File: config.mk
export PLATFORM = sky130hd
export DESIGN_NAME = hough_result_tx
export DESIGN_NICKNAME = d
export VERILOG_FILES = /design/src/rtl/hough_link_pkg.sv /design/src/rtl/hough_result_tx.sv
export SDC_FILE = /design/constraint.sdc
export NUM_CORES = 1
export LEC_CHECK = 0
export CORE_MARGIN = 10
export CORE_UTILIZATION = 42
export DETAILED_ROUTE_END_ITERATION = 6
export MAX_ROUTING_LAYER = met4
export PLACE_DENSITY = 0.72
export SLEW_MARGIN = 20
export SYNTH_ARGS = -nofsm -noshare
export SYNTH_HDL_FRONTEND = slang
export SYNTH_SLANG_ARGS = --single-unit
File: constraint.sdc
create_clock -name clk -period 3.8 [get_ports clk]
set_input_delay 1.14 -clock clk [delete_from_list [all_inputs] [get_ports clk]]
set_output_delay 1.14 -clock clk [all_outputs]
set_load 0.02 [all_outputs]
File: src/rtl/hough_link_pkg.sv
`default_nettype none
// ============================================================================
// Module      : hough_link_pkg
// Description : Shared definitions for the Hough result link. These include
//               the transmitter state encoding, the frame length, the default
//               framing bytes and the checksum helper used by both ends.
// Revision    : 1.0 - initial release
// ============================================================================
package hough_link_pkg;

  // Transmit sequencer states (explicit 3-bit encoding)
  typedef enum logic [2:0] {
    IDLE      = 3'd0,
    LOAD      = 3'd1,
    SEND      = 3'd2,
    WAIT_ACK  = 3'd3,
    WAIT_DONE = 3'd4
  } tx_state_t;

  // Header + 4 payload bytes + checksum + footer
  localparam int FRAME_LEN = 7;

  localparam logic [7:0] HEADER_DEFAULT = 8'hAA;
  localparam logic [7:0] FOOTER_DEFAULT = 8'h55;

  // Checksum is the XOR of the four payload bytes, in transmit order
  function automatic logic [7:0] frame_chk(input logic [15:0] rho,
                                           input logic [15:0] theta);
    return rho[15:8] ^ rho[7:0] ^ theta[15:8] ^ theta[7:0];
  endfunction

endpackage
`default_nettype wire

File: src/rtl/hough_result_tx.sv
`default_nettype none
// ============================================================================
// Module      : hough_result_tx
// Description : Serialises each Hough (rho, theta) result into a 7-byte
//               framed, checksummed packet. The packet is handed byte by byte
//               to the UART transmitter over its start/busy handshake. One
//               further result can wait in a pending slot. Anything beyond
//               that is dropped and flagged through the sticky overrun output.
// Revision    : 1.0 - initial release
// ============================================================================
module hough_result_tx
  import hough_link_pkg::*;
#(
  parameter logic [7:0] HEADER      = HEADER_DEFAULT,
  parameter logic [7:0] FOOTER      = FOOTER_DEFAULT,
  parameter int         ACK_TIMEOUT = 8
) (
  input  logic        clk,
  input  logic        reset,
  input  logic        result_valid,
  input  logic [15:0] rho,
  input  logic [15:0] theta,
  input  logic        tx_busy,
  output logic        tx_start,
  output logic [7:0]  tx_data,
  output logic        busy,
  output logic        overrun,
  output logic [7:0]  frame_count
);

  // Counter just wide enough to reach ACK_TIMEOUT-1
  localparam int              C_TO_W     = (ACK_TIMEOUT > 2) ? $clog2(ACK_TIMEOUT) : 1;
  localparam logic [C_TO_W-1:0] C_TO_LAST  = C_TO_W'(ACK_TIMEOUT - 1);
  localparam logic [2:0]      C_LAST_IDX = 3'(FRAME_LEN - 1);

  // Sequencer state
  tx_state_t          r_state;
  tx_state_t          w_state_next;

  // Active frame being transmitted
  logic [15:0]        r_act_rho;
  logic [15:0]        r_act_theta;
  logic [7:0]         r_act_chk;

  // One-deep pending slot
  logic [15:0]        r_pend_rho;
  logic [15:0]        r_pend_theta;
  logic               r_pend_valid;

  // Byte sequencing
  logic [2:0]         r_byte_idx;
  logic [C_TO_W-1:0]  r_to_cnt;
  logic               r_tx_start;
  logic [7:0]         r_tx_data;
  logic               r_overrun;
  logic [7:0]         r_frame_count;

  // Control strobes from the next-state logic
  logic               w_take_pend;
  logic               w_take_input;
  logic               w_idx_clr;
  logic               w_idx_inc;
  logic               w_start_byte;
  logic               w_to_inc;
  logic               w_frame_done;

  // Pending-slot decisions
  logic               w_pend_free;
  logic               w_pend_capture;
  logic               w_drop;

  // Byte currently selected by r_byte_idx
  logic [7:0]         w_frame_byte;

  // Next-state and control strobes for the byte sequencer
  always_comb begin
    w_state_next = r_state;
    w_take_pend  = 1'b0;
    w_take_input = 1'b0;
    w_idx_clr    = 1'b0;
    w_idx_inc    = 1'b0;
    w_start_byte = 1'b0;
    w_to_inc     = 1'b0;
    w_frame_done = 1'b0;
    case (r_state)
      IDLE: begin
        // A waiting result always has priority over a fresh one
        if (r_pend_valid) begin
          w_take_pend  = 1'b1;
          w_state_next = LOAD;
        end else if (result_valid) begin
          w_take_input = 1'b1;
          w_state_next = LOAD;
        end
      end
      LOAD: begin
        w_idx_clr    = 1'b1;
        w_state_next = SEND;
      end
      SEND: begin
        if (!tx_busy) begin
          w_start_byte = 1'b1;
          w_state_next = WAIT_ACK;
        end
      end
      WAIT_ACK: begin
        // A UART that never raises busy must not stall the link forever
        if (tx_busy) begin
          w_state_next = WAIT_DONE;
        end else if (r_to_cnt == C_TO_LAST) begin
          w_state_next = WAIT_DONE;
        end else begin
          w_to_inc = 1'b1;
        end
      end
      WAIT_DONE: begin
        if (!tx_busy) begin
          if (r_byte_idx == C_LAST_IDX) begin
            w_frame_done = 1'b1;
            w_state_next = IDLE;
          end else begin
            w_idx_inc    = 1'b1;
            w_state_next = SEND;
          end
        end
      end
      default: begin
        w_state_next = IDLE;
      end
    endcase
  end

  // Route a new result that is not going straight into the active frame
  always_comb begin
    w_pend_free    = ~r_pend_valid | w_take_pend;
    w_pend_capture = result_valid & ~w_take_input & w_pend_free;
    w_drop         = result_valid & ~w_take_input & ~w_pend_free;
  end

  // Frame byte selector
  always_comb begin
    w_frame_byte = HEADER;
    case (r_byte_idx)
      3'd0:    w_frame_byte = HEADER;
      3'd1:    w_frame_byte = r_act_rho[15:8];
      3'd2:    w_frame_byte = r_act_rho[7:0];
      3'd3:    w_frame_byte = r_act_theta[15:8];
      3'd4:    w_frame_byte = r_act_theta[7:0];
      3'd5:    w_frame_byte = r_act_chk;
      3'd6:    w_frame_byte = FOOTER;
      default: w_frame_byte = HEADER;
    endcase
  end

  // State register
  always_ff @(posedge clk or posedge reset) begin
    if (reset) begin
      r_state <= IDLE;
    end else begin
      r_state <= w_state_next;
    end
  end

  // Active frame and pending slot capture, overrun flag
  always_ff @(posedge clk or posedge reset) begin
    if (reset) begin
      r_act_rho    <= 16'h0000;
      r_act_theta  <= 16'h0000;
      r_act_chk    <= 8'h00;
      r_pend_rho   <= 16'h0000;
      r_pend_theta <= 16'h0000;
      r_pend_valid <= 1'b0;
      r_overrun    <= 1'b0;
    end else begin
      // Checksum is fixed when the values enter the active frame
      if (w_take_pend) begin
        r_act_rho   <= r_pend_rho;
        r_act_theta <= r_pend_theta;
        r_act_chk   <= frame_chk(r_pend_rho, r_pend_theta);
      end else if (w_take_input) begin
        r_act_rho   <= rho;
        r_act_theta <= theta;
        r_act_chk   <= frame_chk(rho, theta);
      end

      if (w_pend_capture) begin
        r_pend_rho   <= rho;
        r_pend_theta <= theta;
      end

      if (w_pend_capture) begin
        r_pend_valid <= 1'b1;
      end else if (w_take_pend) begin
        r_pend_valid <= 1'b0;
      end

      if (w_drop) begin
        r_overrun <= 1'b1;
      end
    end
  end

  // Byte index, ack timeout counter, UART strobe/data and frame counter
  always_ff @(posedge clk or posedge reset) begin
    if (reset) begin
      r_byte_idx    <= 3'd0;
      r_to_cnt      <= '0;
      r_tx_start    <= 1'b0;
      r_tx_data     <= 8'h00;
      r_frame_count <= 8'h00;
    end else begin
      r_tx_start <= w_start_byte;
      // tx_data holds between strobes so the UART may latch it late
      if (w_start_byte) begin
        r_tx_data <= w_frame_byte;
      end

      if (w_idx_clr) begin
        r_byte_idx <= 3'd0;
      end else if (w_idx_inc) begin
        r_byte_idx <= r_byte_idx + 3'd1;
      end

      if (w_start_byte) begin
        r_to_cnt <= '0;
      end else if (w_to_inc) begin
        r_to_cnt <= r_to_cnt + 1'b1;
      end

      if (w_frame_done) begin
        r_frame_count <= r_frame_count + 8'd1;
      end
    end
  end

  assign tx_start    = r_tx_start;
  assign tx_data     = r_tx_data;
  assign busy        = (r_state != IDLE) | r_pend_valid;
  assign overrun     = r_overrun;
  assign frame_count = r_frame_count;

endmodule
`default_nettype wire

==> flow_metrics.tcl <==
set metrics [dict create \
    run_status "finished clean" \
    ys_warn_count 0 \
    grt_use_total_pct 14.3 \
    synth_top_family_by_area "simple AND/OR/NAND/NOR gates" \
    ys_seq_area_share_pct 48.8 \
    synth_xor_area_share_pct 9.73 \
    syn_nets 530 \
    cts_num_sinks 100 \
    rsz0062_at_grt "no" \
    end_kind "primary output" \
    viasPerCell 5.39 \
    cts_resized 0 \
    synthCells 486 \
    reg2reg_from "r_state[2]" \
    post-route-period-util_pct 76.4 \
    crit_type "register to primary output" \
    layout_common_cells "dfrtp_1 (100), nand2_1 (73), nor2_1 (60)" \
    die_y_um 131 \
    fmax_ghz 0.345 \
    worstPathRequired_ps 2660 \
    dp_slack_ps 823 \
    grt_start_max_net_pins 65 \
    syn_to_final_growth_pct 17.4 \
    reg2reg_to "r_pend_theta[0]" \
    synth_edf_count 0 \
    cts_max_level 3 \
    hold_path_class "register to register" \
    synth_seq_cells 100 \
    hold_depth 1 \
    r2r_setup_slack_ps 1140 \
    finalWirelength_um 11400 \
    die_w_um 131 \
    synthSimpleGateAreaFrac_pct 13.2 \
    cts_setup_buffers 0 \
    worstMarginPinSlew_ps 866 \
    synth_flop_cell "dfrtp_1" \
    min_period_ps 2900 \
    root_buffer "clkbuf_16" \
    layout-drive-gt1-share_pct 12.0 \
    post_synth_fa_ha_maj_area_fraction_pct 2.15 \
    syn_avg_cell_area_sq_um 10.6 \
    clk_latency_ps 350 \
    cts_tree "built" \
    drc 0 \
    path_clk_slew_ps 70 \
    place_hpwl_um 7720 \
    synthArstFlopShare_pct 100 \
    grt_pass1_wl_um 18900 \
    start_kind "register" \
    core_sq_mm 0.0120 \
    grt.overflow.total 0 \
    hold_viol_final 0 \
    cts_buffers 9 \
    arrival_ps 1760 \
    port_buffers 54 \
    gp_congestion 0.819 \
    p_per_area_mw_per_mm2 823 \
    muxShareOfSynthArea_pct 10.2 \
    n_antenna_cell 0 \
    maxSlewViolCount 0 \
    max_slew_margin_pct 42.1 \
    cp_max_fo 9 \
    drtIter0Drc 334 \
    rows 40 \
    io_pins 55 \
    holdPathEnd "frame_count[7]" \
    skew_ps 12.1 \
    clockBufferDepth 2 \
    report.final.setup_viol 0 \
    rr_worst_depth 6 \
    fin_ws_ps 898 \
    wl_per_cell_um 16.8 \
    grt_pass1_vias 3779 \
    die_area_sq_mm 0.0170 \
    fin_setup_tns_ps 0 \
    start_util_pct 42.7 \
    fin_nets 572 \
    ys_types 46 \
    ant_nets 0 \
    dr.pass1.iters 4 \
    power_leakage_nw 2.56 \
    max_cap_viol_count 0 \
    synth_area_sq_mm 0.00513 \
    hold_start "frame_count[7]" \
    irDropWorstVdd_uv 361 \
    final_common_cell "dfrtp_1" \
    cts_hold_buffers 0 \
    synth_compound_area_share_pct 12.2 \
    antenna_found_initial 0 \
    num_vias 3667 \
]
==> worst max path at each step <==
stage / start / end / slack, ps
after floorplan: reset / frame_count[0] / 40
after global placement: result_valid / r_pend_rho[7] / 880
after detailed placement: result_valid / r_pend_theta[0] / 820
after CTS: r_state[2] / busy / 860
after global routing: r_state[2] / busy / 800
final: r_state[2] / busy / 900
==> routing by layer <==
layer  GRT usage, %  vias up  wire [um]
li1               -     1759          -
met2           21.9       78       5360
met3           3.63        6        553
met4           3.66        0         99
met5              -        -          0
met1           18.7     1824       5420
==> cells by family (layout without fill, tap and decap cells) <==
family,after synthesis,count (layout)
fa+ha+maj,9,9
compound gates,93,93
buf+inv,36,83
mux,37,37
xor+xnor,57,57
flops,100,100
simple gates,154,154
==> Yosys cell counts (5+ instances only) <==
library cell | number | area (sq um)
dfrtp_1 | 100 | 2500
nand2_1 | 73 | 274
nor2_1 | 60 | 225
xnor2_1 | 48 | 420
a31oi_1 | 40 | 250
mux2_4 | 30 | 450
buf_2 | 13 | 65.1
o21ai_0 | 13 | 65.1
clkbuf_1 | 9 | 33.8
xor2_1 | 9 | 78.8
a21oi_1 | 8 | 40.0
ha_1 | 8 | 100
o22ai_1 | 8 | 50.1
a221oi_1 | 7 | 61.3
inv_1 | 6 | 22.5
a22o_1 | 5 | 43.8
buf_6 | 5 | 56.3
==> worst max-delay path, stage by stage, from the launching register on <==
cell and delay, ps:
dfrtp_1 480, nor3_4 300, nand2b_1 90, clkdlybuf4s50_1 550
==> stage by stage <==
stage | instance area (sq um) | power, mW | std cells | hold slack (ps) | utilization (%)
floorplan | 5130 | 3.62 | 486 | 490 | -
global placement | 5750 | 4.04 | 664 | 459 | 47.9
detailed placement | 5750 | 4.11 | 664 | 469 | 47.9
CTS | 6030 | 4.99 | 680 | 479 | 50.2
global route | 6030 | 5.32 | 680 | 494 | 50.2
finish | 6030 | 4.96 | 680 | 473 | 50.2
==> power breakdown <==
group | leakage, nW | internal [mW] | total [mW] | switching (mW)
logic | 1.25 | 1.09 | 2.15 | 1.07
registers | 1.18 | 1.55 | 1.94 | 0.392
clock network | 0.136 | 0.463 | 0.865 | 0.402
==> final cells by class <==
cell class,instances,area (sq um)
Clock buffer,11,243
Clock inverter,5,35.0
Fill cell,1097,5990
Inverter,7,28.8
Multi-Input combinational cell,350,2430
Sequential cell,100,2500
Tap cell,147,184
Timing Repair Buffer,60,598
==> sequential cells by signal, summed over array words and instances (netlist names) <==
register	flops
r_to_cnt	3
tx_data	8
tx_start	1
r_pend_rho	16
overrun	1
r_act_theta	16
frame_count	8
r_byte_idx	3
r_act_chk	8
r_act_rho	16
r_pend_theta	16
r_pend_valid	1
r_state	3
No activity file was read; power rests on OpenSTA's default activity.
